<file path="config.mk">
export PLATFORM = sky130hd
export DESIGN_NAME = pattern_serializer
export DESIGN_NICKNAME = d
export VERILOG_FILES = /design/src/rtl/pattern_serializer.sv
export SDC_FILE = /design/constraint.sdc
export NUM_CORES = 1
export LEC_CHECK = 0
export BUFFER_PORTS_ARGS = -buffer_cell sky130_fd_sc_hd__buf_2
export CORE_UTILIZATION = 60
export CTS_BUF_LIST = sky130_fd_sc_hd__clkbuf_8
export DETAILED_ROUTE_END_ITERATION = 10
export PLACE_DENSITY = 0.94
export REMOVE_ABC_BUFFERS = 1
export SETUP_SLACK_MARGIN = 0.5
export SLEW_MARGIN = 20
export SYNTH_ARGS = -nofsm -noshare
export SYNTH_HDL_FRONTEND = slang
export SYNTH_SLANG_ARGS = --single-unit
export TNS_END_PERCENT = 20
</file>
<file path="constraint.sdc">
create_clock -name clk -period 2.8 [get_ports clk]
set_input_delay 0.28 -clock clk [delete_from_list [all_inputs] [get_ports clk]]
set_output_delay 0.28 -clock clk [all_outputs]
set_load 0.03 [all_outputs]
</file>
<file path="src/rtl/pattern_serializer.sv">
// pattern_serializer: loads an 8-bit switch word and shifts it out LSB first,
// one bit per BIT_TICKS clocks, while flagging runs of three 1s and two 0s
// on the transmitted stream.
module pattern_serializer #(
    parameter int unsigned BIT_TICKS = 4
) (
    input  logic       clk,
    input  logic       rst_n,
    input  logic       start,
    input  logic [7:0] data_in,
    output logic       ser_out,
    output logic       ser_valid,
    output logic       busy,
    output logic       done,
    output logic       ones3,
    output logic       zeros2
);

    localparam int unsigned DATA_W = 8;
    localparam int unsigned BIT_W  = 3;
    localparam int unsigned TICK_W = 8;
    localparam int unsigned RUN_W  = 2;

    localparam logic [TICK_W-1:0] LAST_TICK = TICK_W'(BIT_TICKS - 1);
    localparam logic [BIT_W-1:0]  LAST_BIT  = BIT_W'(DATA_W - 1);
    localparam logic [RUN_W-1:0]  RUN_TWO   = RUN_W'(2);
    localparam logic [RUN_W-1:0]  RUN_MAX   = RUN_W'(3);

    typedef enum logic [1:0] {
        S_IDLE  = 2'd0,
        S_SHIFT = 2'd1,
        S_DONE  = 2'd2
    } state_e;

    state_e              state_q;
    logic [DATA_W-1:0]   shift_reg_q;
    logic [BIT_W-1:0]    bit_cnt_q;
    logic [TICK_W-1:0]   tick_cnt_q;
    logic [RUN_W-1:0]    ones_run_q;
    logic                zero_prev_q;
    logic                ser_out_q;
    logic                ser_valid_q;
    logic                busy_q;
    logic                done_q;
    logic                ones3_q;
    logic                zeros2_q;

    // Frame FSM: load, timed shift with per-commit run tracking, one-cycle done.
    // ser_out is preloaded with the next bit so it is registered yet aligned
    // with the bit period it belongs to.
    always_ff @(posedge clk or negedge rst_n) begin
        if (!rst_n) begin
            state_q     <= S_IDLE;
            shift_reg_q <= '0;
            bit_cnt_q   <= '0;
            tick_cnt_q  <= '0;
            ones_run_q  <= '0;
            zero_prev_q <= 1'b0;
            ser_out_q   <= 1'b0;
            ser_valid_q <= 1'b0;
            busy_q      <= 1'b0;
            done_q      <= 1'b0;
            ones3_q     <= 1'b0;
            zeros2_q    <= 1'b0;
        end else begin
            case (state_q)
                S_IDLE: begin
                    done_q <= 1'b0;
                    if (start) begin
                        shift_reg_q <= data_in;
                        bit_cnt_q   <= '0;
                        tick_cnt_q  <= '0;
                        ones_run_q  <= '0;
                        zero_prev_q <= 1'b0;
                        ones3_q     <= 1'b0;
                        zeros2_q    <= 1'b0;
                        ser_out_q   <= data_in[0];
                        ser_valid_q <= 1'b1;
                        busy_q      <= 1'b1;
                        state_q     <= S_SHIFT;
                    end
                end

                S_SHIFT: begin
                    if (tick_cnt_q == LAST_TICK) begin
                        tick_cnt_q  <= '0;
                        shift_reg_q <= {1'b0, shift_reg_q[DATA_W-1:1]};
                        // Run history is updated from the bit being committed.
                        if (shift_reg_q[0]) begin
                            if (ones_run_q == RUN_TWO) begin
                                ones3_q <= 1'b1;
                            end
                            if (ones_run_q != RUN_MAX) begin
                                ones_run_q <= ones_run_q + RUN_W'(1);
                            end
                            zero_prev_q <= 1'b0;
                        end else begin
                            if (zero_prev_q) begin
                                zeros2_q <= 1'b1;
                            end
                            zero_prev_q <= 1'b1;
                            ones_run_q  <= '0;
                        end
                        if (bit_cnt_q == LAST_BIT) begin
                            state_q     <= S_DONE;
                            done_q      <= 1'b1;
                            ser_out_q   <= 1'b0;
                            ser_valid_q <= 1'b0;
                            busy_q      <= 1'b0;
                        end else begin
                            bit_cnt_q <= bit_cnt_q + BIT_W'(1);
                            ser_out_q <= shift_reg_q[1];
                        end
                    end else begin
                        tick_cnt_q <= tick_cnt_q + TICK_W'(1);
                    end
                end

                S_DONE: begin
                    done_q  <= 1'b0;
                    state_q <= S_IDLE;
                end

                default: begin
                    state_q <= S_IDLE;
                end
            endcase
        end
    end

    assign ser_out   = ser_out_q;
    assign ser_valid = ser_valid_q;
    assign busy      = busy_q;
    assign done      = done_q;
    assign ones3     = ones3_q;
    assign zeros2    = zeros2_q;

endmodule

</file>
==> flow_summary.ini <==
[cells_and_area]
regArea_um2 = 726.9
layout.nets = 174
instances_no_fill = 184
fillerInstances = 149
fin_area_um2 = 1663
utilization_pct = 73.06
area_growth_pct = 11.49
n_antenna_cell = 0
drive_gt1_share_pct = 21.15
multi_input_area_um2 = 713.2

[place]
port_buffers = 16
dp_slack_ns = 0.5613
postPlaceCellArea_um2 = 1588
gp_congestion = 0.8043
dpl.hpwl_mm = 2.100
dp.cells = 178

[timing]
final-setup-viol-count = 0
report.final.slew_viol_count = 0
hold_ws_ns = 0.02114
fin_setup_tns_ns = 0
rsz0062_at_grt = no
hold_violations = 0
fin_skew_ns = 0.003287
max_freq_mhz = 448.7
min_period_ns = 2.229
timing.final.crit_share_pct = 79.60
worstMarginPinSlew_ns = 0.7047
fin_ws_ns = 0.5713
maxSlewHeadroom_pct = 52.92

[route]
drtIter0Drc = 27
drc = 0
finalWirelength_mm = 3.030
drtPass1Iterations = 4
num_vias = 1132
ant_nets = 0
viasPerCell = 6.152
avgRoutedWirePerCell_um = 16.47

[clock_tree]
postCtsHoldBufs = 0
cts_buffers = 5
htreeDepth = 2
cts_root_buffer = clkbuf_8
cts_setup_buffers = 0
cts_tree = done
post_cts_resized = 0
clock_sinks = 29
worst_skew_pair.late_latency_ns = 0.28
cts.reportedPaths.clkPinSlew_ns = 0.06
cts_max_path_buffers = 2

[logic_synthesis]
yosysWarnings = 0
synthArstFlopShare_pct = 100.0
yosys.area.top_type_share_pct = 48.66
ys_types = 39
synth_top_cell_by_area = dfrtp_1
synth_commonest_cells = dfrtp_1, o21ai_1, nor2_1
synth_most_common_cell = dfrtp_1
synth_edf_count = 0
synth-main-ff-cell = dfrtp_1
syn_avg_cell_area_um2 = 10.81
synth_area_leaders = dfrtp_1, o21ai_1, ha_1, mux2i_1, nor2_1
syn_area_um2 = 1491
ys_seq_elements = 29
syn_inst = 138
yosysSeqAreaShare_pct = 48.66

[floorplan]
initial_utilization_pct = 65.53
die-area_um2 = 2689
row_count = 17
die-width_um = 51.86
core_area_um2 = 2276
io_pins = 17
die_h_um = 51.86

[power_and_ir_drop]
peakVddDrop_v = 0.0008701
p_leak_nw = 0.8067
p_total_mw = 2.138
p_comb_share_pct = 49.3
p_seq_share_pct = 36.4
clkPwrFrac_pct = 14.3
switching_share_pct = 44.49
p_per_area_nw_per_um2 = 1286
p_int_mw = 1.187
p_sw_uw = 951.3

[worst_setup_path]
path_buf_inv = 0
critical_path.top_delay_family = simple AND/OR/NAND/NOR gates
critPathSlowestCell = or4b_4
path_max_fanout = 12
startpoint_type = flop
timing.rr.start = tick_cnt_q[1]
crit_required_ns = 2.96
max_stage_delay_ns = 0.50
arrival_ns = 2.39
crit_path_start = tick_cnt_q[1]
crit_chain = ha_1, or4b_4, o41a_4, nor2_8, mux2_1
cp-end-kind = flop
critPathKind = flop to flop

[global_routing]
grt.overflow.total = 0
grt_max_degree = 30
grt_pass1_wl_mm = 4.857
grt_util_all_layers_pct = 25.88
grt_pass1_vias = 1113
antenna_found_initial = 0

[run_status]
status = complete, no violations

[flow_run]
maxCapViolCount = 0

[worst_hold_path]
hp-class = primary input to async pin
==> layout by cell type, fill, tap and decap left out, types with 2 or more instances in the layout <==
cell,count
a21oi_1,3
a21o_1,2
a22o_1,2
buf_2,16
nor2_1,11
inv_1,5
a31oi_1,5
mux2i_1,6
mux2_1,2
ha_1,6
a32o_1,2
nand2_1,10
nand3_1,7
xor2_1,3
clkbuf_8,5
nand4_1,2
o21ai_1,17
dfrtp_1,28
xnor2_1,2
buf_4,2
==> final timing paths <==
path / end / slack, ns / cells past startpoint
min in group clk: shift_reg_q[7] / 0.23 / 2
max in group asynchronous: tick_cnt_q[0] / 2.33 / 1
max reg2reg: ser_out / 0.57 / 5
min: shift_reg_q[2] / 0.02 / 1
max: ser_out / 0.57 / 5
min reg2reg: ones3 / 0.48 / 1
==> power by group through the flow <==
stage                     clock network, mW  logic (mW)  registers, mW
final                                 0.305        1.05          0.779
after detailed placement                  0        1.04          0.782
after global routing                  0.325        1.16          0.801
after global placement                    0       0.994          0.763
after CTS                             0.311        1.06          0.774
after floorplan                           0       0.735          0.813
==> state kept, by name, indices dropped and copies added (netlist names) <==
signal	cells
shift_reg_q	8
bit_cnt_q	3
done	1
state_q	2
zeros2	1
tick_cnt_q	8
ones_run_q	2
ser_out	1
busy	1
ones3	1
zero_prev_q	1
==> worst reg2reg max path, cell delays in order, from the launching register on <==
cell     delay (ns)
dfrtp_1        0.40
ha_1           0.20
or4b_4         0.50
o41a_4         0.48
nor2_8         0.19
mux2_1         0.34
==> routing by layer <==
layer / global-route usage [%] / vias to the layer above / share of wire, % / wire length [um]
met4: 15.77 / 0 / 2.1 / 65
met5: 0 / - / 0 / 0
met1: 30.27 / 554 / 44 / 1323
met2: 41.45 / 33 / 50 / 1505
li1: - / 539 / - / -
met3: 7.602 / 6 / 4.5 / 137
==> cell families (layout without fill, tap and decap cells) <==
logic type                 count (synthesis)  in the layout  share of synthesized area, %
AOI/OAI and AO/OA                         40             40                         19.97
xor gates and xnor gates                   5              5                         2.937
adders and majority gates                  6              6                         5.033
buffers and inverters                     11             29                         3.523
DFF                                       29             29                         48.66
muxes                                      8              8                         5.537
and+or+nand+nor                           39             39                         14.35
==> final cells by class <==
cell class / count / share of cell area [%]
clock inverters: 1 / 0.3010
multi-input cells: 98 / 42.89
clock buffers: 5 / 4.138
flip-flops and latches: 29 / 43.72
repair buffers: 18 / 5.719
inverters: 5 / 1.129
well taps: 28 / 2.107
No activity file was read; power rests on OpenSTA's default activity.
